[src/rtl/sprite_bank.sv]
// sprite_bank: bank of independently moving sprites with edge bounce and a
// one-cycle pixel cover pipeline (lowest active slot wins) for color_mapper.
module sprite_bank #(
  parameter int unsigned NUM_SPRITES = 4,
  parameter int unsigned SPRITE_W    = 32,
  parameter int unsigned SPRITE_H    = 32,
  parameter int unsigned SCREEN_W    = 640,
  parameter int unsigned SCREEN_H    = 480,
  parameter int unsigned AW          = 10
) (
  input  logic                   Clk,
  input  logic                   Reset_n,
  input  logic                   frame_clk,
  input  logic [9:0]             DrawX,
  input  logic [9:0]             DrawY,
  input  logic                   spawn_valid,
  input  logic [2:0]             spawn_id,
  input  logic [9:0]             spawn_x,
  input  logic [9:0]             spawn_y,
  input  logic [3:0]             spawn_dx,
  input  logic [3:0]             spawn_dy,
  input  logic                   kill_valid,
  input  logic [2:0]             kill_id,
  input  logic                   freeze,
  output logic                   frame_tick,
  output logic [NUM_SPRITES-1:0] active,
  output logic                   hit,
  output logic [2:0]             hit_id,
  output logic [AW-1:0]          sprite_addr
);

  localparam int unsigned MAX_X = SCREEN_W - SPRITE_W;
  localparam int unsigned MAX_Y = SCREEN_H - SPRITE_H;
  localparam logic signed [10:0] MAX_XS = 11'(MAX_X);
  localparam logic signed [10:0] MAX_YS = 11'(MAX_Y);

  logic [9:0]        pos_x [NUM_SPRITES];
  logic [9:0]        pos_y [NUM_SPRITES];
  logic signed [4:0] vel_x [NUM_SPRITES];
  logic signed [4:0] vel_y [NUM_SPRITES];

  logic signed [10:0] nx [NUM_SPRITES];
  logic signed [10:0] ny [NUM_SPRITES];
  logic               bounce_x [NUM_SPRITES];
  logic               bounce_y [NUM_SPRITES];

  logic [9:0] spawn_x_cl;
  logic [9:0] spawn_y_cl;

  logic          frame_s1, frame_s2, frame_q;
  logic          hit_c;
  logic [2:0]    hit_id_c;
  logic [AW-1:0] addr_c;

  // frame_clk is asynchronous: two-flop synchroniser, then rising-edge detect
  always_ff @(posedge Clk or negedge Reset_n) begin
    if (!Reset_n) begin
      frame_s1   <= 1'b0;
      frame_s2   <= 1'b0;
      frame_q    <= 1'b0;
      frame_tick <= 1'b0;
    end else begin
      frame_s1   <= frame_clk;
      frame_s2   <= frame_s1;
      frame_q    <= frame_s2;
      frame_tick <= frame_s2 & ~frame_q;
    end
  end

  // Candidate next positions and bounce decisions, signed 11-bit per axis
  always_comb begin
    for (int i = 0; i < int'(NUM_SPRITES); i++) begin
      nx[i]       = signed'({1'b0, pos_x[i]}) + 11'(vel_x[i]);
      ny[i]       = signed'({1'b0, pos_y[i]}) + 11'(vel_y[i]);
      bounce_x[i] = (nx[i] < 11'sd0) || (nx[i] > MAX_XS);
      bounce_y[i] = (ny[i] < 11'sd0) || (ny[i] > MAX_YS);
    end
  end

  assign spawn_x_cl = (spawn_x > 10'(MAX_X)) ? 10'(MAX_X) : spawn_x;
  assign spawn_y_cl = (spawn_y > 10'(MAX_Y)) ? 10'(MAX_Y) : spawn_y;

  // Slot state: kill beats spawn, both beat frame motion for that slot
  always_ff @(posedge Clk or negedge Reset_n) begin
    if (!Reset_n) begin
      for (int i = 0; i < int'(NUM_SPRITES); i++) begin
        pos_x[i] <= '0;
        pos_y[i] <= '0;
        vel_x[i] <= '0;
        vel_y[i] <= '0;
      end
      active <= '0;
    end else begin
      for (int i = 0; i < int'(NUM_SPRITES); i++) begin
        if (kill_valid && (kill_id == 3'(i))) begin
          active[i] <= 1'b0;
        end else if (spawn_valid && (spawn_id == 3'(i))) begin
          pos_x[i]  <= spawn_x_cl;
          pos_y[i]  <= spawn_y_cl;
          vel_x[i]  <= {spawn_dx[3], spawn_dx};
          vel_y[i]  <= {spawn_dy[3], spawn_dy};
          active[i] <= 1'b1;
        end else if (frame_tick && active[i] && !freeze) begin
          if (bounce_x[i]) vel_x[i] <= -vel_x[i];
          else             pos_x[i] <= nx[i][9:0];
          if (bounce_y[i]) vel_y[i] <= -vel_y[i];
          else             pos_y[i] <= ny[i][9:0];
        end
      end
    end
  end

  // Cover search from the top down so the lowest active index is left standing
  always_comb begin
    hit_c    = 1'b0;
    hit_id_c = '0;
    addr_c   = '0;
    for (int i = int'(NUM_SPRITES) - 1; i >= 0; i--) begin
      if (active[i] &&
          (DrawX >= pos_x[i]) && (11'(DrawX) < 11'(pos_x[i]) + 11'(SPRITE_W)) &&
          (DrawY >= pos_y[i]) && (11'(DrawY) < 11'(pos_y[i]) + 11'(SPRITE_H))) begin
        hit_c    = 1'b1;
        hit_id_c = 3'(i);
        addr_c   = AW'((32'(DrawY - pos_y[i]) * SPRITE_W) + 32'(DrawX - pos_x[i]));
      end
    end
  end

  always_ff @(posedge Clk or negedge Reset_n) begin
    if (!Reset_n) begin
      hit         <= 1'b0;
      hit_id      <= '0;
      sprite_addr <= '0;
    end else begin
      hit         <= hit_c;
      hit_id      <= hit_id_c;
      sprite_addr <= addr_c;
    end
  end

endmodule

[config.mk]
export PLATFORM = sky130hd
export DESIGN_NAME = sprite_bank
export DESIGN_NICKNAME = d
export VERILOG_FILES = /design/src/rtl/sprite_bank.sv
export SDC_FILE = /design/constraint.sdc
export NUM_CORES = 1
export LEC_CHECK = 0
export ABC_CLOCK_PERIOD_IN_PS = 3100
export CORE_MARGIN = 2
export CORE_UTILIZATION = 35
export CTS_BUF_LIST = sky130_fd_sc_hd__clkbuf_4 sky130_fd_sc_hd__clkbuf_8 sky130_fd_sc_hd__clkbuf_16
export DETAILED_ROUTE_END_ITERATION = 12
export PLACE_DENSITY = 0.61
export SLEW_MARGIN = 15
export SYNTH_ARGS = -nofsm -noshare
export SYNTH_HDL_FRONTEND = slang
export SYNTH_SLANG_ARGS = --single-unit
[constraint.sdc]
create_clock -name Clk -period 3.1 [get_ports Clk]
set_input_delay 0.62 -clock Clk [delete_from_list [all_inputs] [get_ports Clk]]
set_output_delay 0.62 -clock Clk [all_outputs]
set_load 0.02 [all_outputs]
==> results of run 1 <==
[through the flow]
step | setup TNS, ns | total power, mW | instance area (um2)
6_report | 0 | 27.9 | 22300
5_1_grt | -0.143 | 30.5 | 22300
4_1_cts | 0 | 26.5 | 21700
3_5_place_dp | -11.33 | 23.6 | 20900
3_3_place_gp | -11.07 | 23.1 | 20900
2_1_floorplan | 0 | 16.9 | 17000
[sequential cells by signal, summed over array words and instances, names as in the netlist]
signal	flops
active	4
frame_q	1
frame_s1	1
frame_s2	1
frame_tick	1
hit	1
hit_id	2
pos_x	40
pos_y	40
sprite_addr	10
vel_x	20
vel_y	20
[metal layers]
layer  GRT usage [%]  vias to the layer above  share of wire [%]
li1                -                     8022                  -
met1            31.3                     8115                 45
met2            37.8                      429                 45
met3            4.24                       86                5.9
met4            9.72                        0                3.7
met5               0                        -                  0
[cells in the final DEF, fill, tap and decap left out, types with 24 or more instances in the layout]
cell type	instances
a21o_1	27
a21oi_1	120
buf_4	331
clkdlybuf4s50_1	65
dfrtp_1	137
fa_1	41
ha_1	230
inv_1	161
mux2_2	28
mux2i_1	66
nand2_1	101
nand3_1	40
nor2_1	151
nor2b_1	25
nor3_1	54
o21a_1	42
o21ai_0	113
or3_1	24
xnor2_1	67
xor2_1	35
[power groups by stage]
stage / Combinational (mW) / Sequential [mW] / Clock (mW)
global route: 24.6 / 3.54 / 2.39
global placement: 19.6 / 3.43 / 0
finish: 22.2 / 3.45 / 2.29
floorplan: 13.5 / 3.33 / 0
detailed placement: 20.2 / 3.45 / 0
CTS: 20.8 / 3.41 / 2.32
[logic make-up after synthesis]
logic type	Yosys count
compound gates	567
xor+xnor	104
fa+ha+maj	296
buf+inv	213
flops	141
mux	102
other cells	1
simple gates	533
[what timing repair did]
| item | in CTS | in global routing |
|---|---|---|
| hold buffers | 0 | 0 |
| setup endpoints to repair | 33 | 100 |
| cloned | 0 | 0 |
| setup buffers | 4 | 16 |
| pin swaps | 29 | 54 |
| resized for setup | 46 | 107 |
[final cells by class]
| type | count | area [um2] | share of cell area [%] |
|---|---|---|---|
| inverters | 170 | 647 | 2.90 |
| clock buffers | 23 | 495 | 2.22 |
| multi-input cells | 1603 | 13200 | 59.3 |
| clock inverters | 9 | 133 | 0.596 |
| well taps | 615 | 769 | 3.46 |
| repair buffers | 424 | 3480 | 15.6 |
| flip-flops and latches | 141 | 3530 | 15.9 |
[worst paths after layout]
| path | start | to | cells past startpoint |
|---|---|---|---|
| setup / recovery | vel_x[0] | pos_x[0] | 13 |
| hold / removal | Reset_n | vel_x[15] | 1 |
| setup reg to reg | vel_x[0] | pos_x[0] | 13 |
| hold reg to reg | frame_s1 | frame_s2 | 0 |
| max in group asynchronous | Reset_n | pos_y[20] | 2 |
| min in group Clk | frame_s1 | frame_s2 | 0 |
==> impl_metrics.py, run 1 <==
metrics = {
    "logic_synthesis": {
        "synth-edff-count": 0,
        "ys_seq_elements": 141,
        "synth_area_um2": 17000,
        "syn-num-nets": 2313,
        "synthFlopType": "dfrtp_1",
        "yosysSeqAreaShare_pct": 20.8,
        "yosysMostFrequentCell": "ha_1",
        "synthArstFlopShare_pct": 100,
        "synth_largest_area_cell": "dfrtp_1",
        "synthTopCellsByCount": "ha_1 (248), inv_1 (170), nor2_1 (152)",
        "synth-compound-area-share_pct": 22.8,
        "synthXorXnorAreaFrac_pct": 5.37,
        "yosysTopAreaCellShare_pct": 20.8,
        "ys_top_cells_by_area": "dfrtp_1 (21%), ha_1 (18%), fa_1 (5.7%), mux2i_1 (4.0%), a21oi_1 (3.9%)",
        "muxShareOfSynthArea_pct": 6.37,
        "synthesis.instances": 1957,
        "ys_types": 90,
        "avgSynthCellArea_um2": 8.66,
        "synth_adder_area_share_pct": 24.0,
        "ys_warn_count": 0,
        "synth-simple-area-share_pct": 15.8,
        "synth_top_family_by_area": "adder cells",
    },
    "critical_path": {
        "cp.arrival_ns": 3.40,
        "worst-path-buf-inv": 3,
        "crit_type": "flip-flop to flip-flop",
        "crit_path_end_kind": "flip-flop",
        "crit_chain": "ha_2, inv_2, fa_2, nor2b_1, o31a_1, buf_6, or4_4, o311ai_4, a311oi_2, o21a_1, o21ai_1, buf_4, mux2_2",
        "required_ns": 3.47,
        "rrSetupSlack_ns": 0.06,
        "crit_family": "compound AO/OA/AOI/OAI gates",
        "worst_setup_path_start_kind": "flip-flop",
        "cp_max_fo": 5,
        "crit_slowest_cell": "or4_4",
        "cpPeakStageDelay_ns": 0.43,
    },
    "floorplanning": {
        "top_level_ports": 79,
        "die_w_um": 224,
        "die_area_um2": 50200,
        "die_y_um": 224,
        "initial_core_util_pct": 35.5,
        "core_um2": 47700,
        "rows": 80,
    },
    "final_layout": {
        "drive_gt1_share_pct": 23.2,
        "instances_no_fill": 2985,
        "nNetsFinal": 2713,
        "fin_util_pct": 46.6,
        "fill_cells": 4585,
        "syn_to_final_growth_pct": 31.4,
        "antenna_cells": 0,
    },
    "routing": {
        "vias": 16700,
        "drc": 0,
        "viasPerCell": 5.58,
        "wirelength_um": 59200,
        "drt_iter0_drc": 1131,
        "drtPass1Iterations": 7,
        "wire_per_inst_um": 19.8,
        "ant_nets": 0,
    },
    "grt": {
        "grt_pass1_wl_um": 91000,
        "grt_start_max_net_pins": 52,
        "grt_pass1_vias": 16400,
        "antenna_found_initial": 0,
        "track_usage_pct": 23.6,
        "gr-total-overflow": 0,
    },
    "min_path": {
        "hold_class": "input port to asynchronous set/reset pin",
    },
    "sta": {
        "worst_pin_slew_ns": 0.921,
        "rsz0062_at_grt": "yes",
        "finalCriticalPeriod_ns": 3.04,
        "drv_slew": 0,
        "hold_ws_ns": 0.116,
        "clock_skew_ns": 0.0220,
        "relSlewSlack_pct": 38.2,
        "fmax_ghz": 0.329,
        "fin_crit_sh_pct": 98.0,
        "finalSetupViolCount": 0,
        "fin_ws_ns": 0.0624,
        "finalHoldViolations": 0,
    },
    "placement": {
        "gp_congestion": 0.911,
        "place.detailed.hpwl_um": 47500,
        "port-buffer-count": 77,
        "dp.cells": 2934,
        "post-place-ws_ns": -0.888,
    },
    "clock_network": {
        "cts_buffers": 17,
        "clk_pin_slew_ns": 0.07,
        "cts_buffer_depth": 2,
        "cts_tree": "built",
        "cts-root-buf": "clkbuf_16",
        "htreeDepth": 4,
        "clkSinkCount": 141,
        "clk-insertion-delay-late_ns": 0.49,
    },
    "status": {
        "status": "complete, no violations",
    },
    "power_and_ir_drop": {
        "powerDensity_nw_per_um2": 1250,
        "switching_power_mw": 13.1,
        "sequentialPowerShare_pct": 12.4,
        "combPwrFrac_pct": 79.4,
        "clock_power_share_pct": 8.2,
        "swShare_pct": 46.9,
        "power_leakage_nw": 10.3,
        "p_int_mw": 14.8,
        "vdd.ir_drop.worst_mv": 0.661,
    },
    "run": {
        "cap_viol_max_count": 0,
    },
}
(Power assumes the default switching activity.)
==> run 2, diff against run 1 <==
--- a/config.mk
+++ b/config.mk
@@ -11,7 +11,7 @@
 export CTS_BUF_LIST = sky130_fd_sc_hd__clkbuf_4 sky130_fd_sc_hd__clkbuf_8 sky130_fd_sc_hd__clkbuf_16
 export DETAILED_ROUTE_END_ITERATION = 12
 export PLACE_DENSITY = 0.61
-export SLEW_MARGIN = 15
+export SLEW_MARGIN = 25
 export SYNTH_ARGS = -nofsm -noshare
 export SYNTH_HDL_FRONTEND = slang
 export SYNTH_SLANG_ARGS = --single-unit
==> results of run 2 <==
The final DEF is identical to that of run 1; final timing and power are the same.
==> run 3, diff against run 2 <==
--- a/config.mk
+++ b/config.mk
@@ -8,7 +8,7 @@
 export ABC_CLOCK_PERIOD_IN_PS = 3100
 export CORE_MARGIN = 2
 export CORE_UTILIZATION = 35
-export CTS_BUF_LIST = sky130_fd_sc_hd__clkbuf_4 sky130_fd_sc_hd__clkbuf_8 sky130_fd_sc_hd__clkbuf_16
+export CTS_BUF_LIST = sky130_fd_sc_hd__clkbuf_4 sky130_fd_sc_hd__clkbuf_8
 export DETAILED_ROUTE_END_ITERATION = 12
 export PLACE_DENSITY = 0.61
 export SLEW_MARGIN = 25
==> run 3 against run 2 <==
Against the previous run: non-clock buffer count is 8 higher; core utilization fell by 0.13 points; highest routed layer unchanged; clock power is 24% lower; clock skew is essentially flat; largest cell class unchanged.
==> impl_metrics.py, run 3 (synthesized netlist as in run 1, its figures left out) <==
metrics = {
    "clock_network": {
        "cts_tree": "built",
        "htreeDepth": 4,
        "cts-root-buf": "clkbuf_8",
        "clk_pin_slew_ns": 0.10,
        "cts_buffer_depth": 2,
        "clk-insertion-delay-late_ns": 0.55,
        "clkSinkCount": 141,
        "postCtsHoldBufs": 0,
        "cts_buffers": 17,
    },
    "floorplanning": {
        "core_um2": 47700,
        "top_level_ports": 79,
        "rows": 80,
        "die_y_um": 224,
        "die_w_um": 224,
        "die_area_um2": 50200,
        "initial_core_util_pct": 35.5,
    },
    "critical_path": {
        "cp_max_fo": 5,
        "r2r_cells": 13,
        "worst_setup_path_start_kind": "input port",
        "crit_type": "input port to flip-flop",
        "rrSetupSlack_ns": 0.05,
        "cp.arrival_ns": 3.48,
        "reg2reg_to": "pos_x[15]",
        "required_ns": 3.52,
        "crit_path_end_kind": "flip-flop",
        "timing.rr.start": "vel_x[5]",
    },
    "min_path": {
        "hold_class": "input port to asynchronous set/reset pin",
    },
    "placement": {
        "place.detailed.hpwl_um": 47500,
        "post-place-ws_ns": -0.888,
        "dp.cells": 2934,
        "port-buffer-count": 77,
        "gp_congestion": 0.911,
    },
    "sta": {
        "relSlewSlack_pct": 41.9,
        "fmax_ghz": 0.327,
        "fin_setup_tns_ns": 0,
        "finalSetupViolCount": 0,
        "finalCriticalPeriod_ns": 3.06,
        "worst_pin_slew_ns": 0.865,
        "rsz0062_at_grt": "yes",
        "drv_slew": 0,
        "clock_skew_ns": 0.0218,
        "fin_crit_sh_pct": 98.7,
        "fin_ws_ns": 0.0400,
        "finalHoldViolations": 0,
    },
    "grt": {
        "track_usage_pct": 23.4,
        "antenna_found_initial": 0,
        "grt_pass1_wl_um": 90500,
        "grt_start_max_net_pins": 52,
        "gr-total-overflow": 0,
        "grt_pass1_vias": 16300,
    },
    "routing": {
        "vias": 16800,
        "wire_per_inst_um": 19.8,
        "wirelength_met1_um": 27100,
        "wirelength_um": 59300,
        "drt_iter0_drc": 1073,
        "ant_nets": 0,
        "viasPerCell": 5.60,
        "route.met2.wl_um": 26900,
        "top_layer_used": "met4",
        "drtPass1Iterations": 7,
        "drc": 0,
        "wl_met3_um": 3110,
    },
    "power_and_ir_drop": {
        "power_leakage_nw": 10.3,
        "vdd.ir_drop.worst_mv": 0.663,
        "powerDensity_nw_per_um2": 1240,
    },
    "final_layout": {
        "syn_to_final_growth_pct": 31.0,
        "instances_no_fill": 2993,
        "final_cell_mix": "buf_4 (339), ha_1 (232), inv_1 (160)",
        "final_common_cell": "buf_4",
        "fill_cells": 4619,
        "nNetsFinal": 2721,
        "top_regs": "pos_x x40, pos_y x40",
        "drive_gt1_share_pct": 23.8,
        "antenna_cells": 0,
        "fin_util_pct": 46.5,
    },
    "status": {
        "status": "complete, no violations",
    },
    "run": {
        "cap_viol_max_count": 0,
    },
}
[run 3: worst max-delay path by stage]
stage                     slack [ns]             end  depth (start not counted)      from
after floorplan                0.002  sprite_addr[8]                         11  DrawY[0]
after global placement         -0.90  sprite_addr[4]                         14  DrawY[1]
after detailed placement       -0.89  sprite_addr[5]                         14  DrawY[1]
after CTS                      0.001  sprite_addr[8]                         14  DrawY[1]
after global routing           -0.08       pos_x[15]                         13  vel_x[5]
final                           0.04  sprite_addr[3]                         14  DrawX[5]
[run 3: power breakdown]
| group | switching (mW) | total [mW] | internal, mW |
|---|---|---|---|
| combinational | 11.4 | 22.4 | 10.9 |
| sequential | 0.849 | 3.44 | 2.59 |
| clock | 0.855 | 1.75 | 0.899 |
[run 3: timing repair]
action	CTS	global route
resized for setup	29	130
gates cloned	0	1
buffers inserted	3	24
pin swaps	8	72
endpoints found under the setup margin	34	104
[run 3: routing by layer]
metal / up-vias / global-route usage, %
met2: 457 / 37.2
met3: 90 / 3.69
met4: 0 / 10.4
li1: 8025 / -
met5: - / 0
met1: 8197 / 31.4
[run 3: worst max-delay path, stage by stage]
cell and delay, ns:
clkdlybuf4s50_1 0.52, buf_4 0.21, buf_4 0.16, ha_1 0.34, a311oi_2 0.21, buf_4 0.16
o2111ai_1 0.10, a21o_1 0.21, o211ai_1 0.08, buf_4 0.16, nor2_2 0.04, buf_4 0.16
a22o_1 0.21, a221o_1 0.29
[run 3: per-stage QoR]
| step | hold WS [ns] | power [mW] | instance area (um2) |
|---|---|---|---|
| floorplan | 0.324 | 16.9 | 17000 |
| global placement | 0.342 | 23.1 | 20900 |
| detailed placement | 0.340 | 23.6 | 20900 |
| CTS | 0.0288 | 25.8 | 21400 |
| global route | 0.0643 | 30.1 | 22200 |
| finish | 0.0506 | 27.6 | 22200 |
[run 3: layout make-up]
class	count	area [um2]	area share (%)
multi-input cells	1603	13300	59.8
repair buffers	432	3550	16.0
flip-flops and latches	141	3530	15.9
well taps	615	769	3.46
inverters	170	643	2.90
clock buffers	23	304	1.37
clock inverters	9	133	0.597
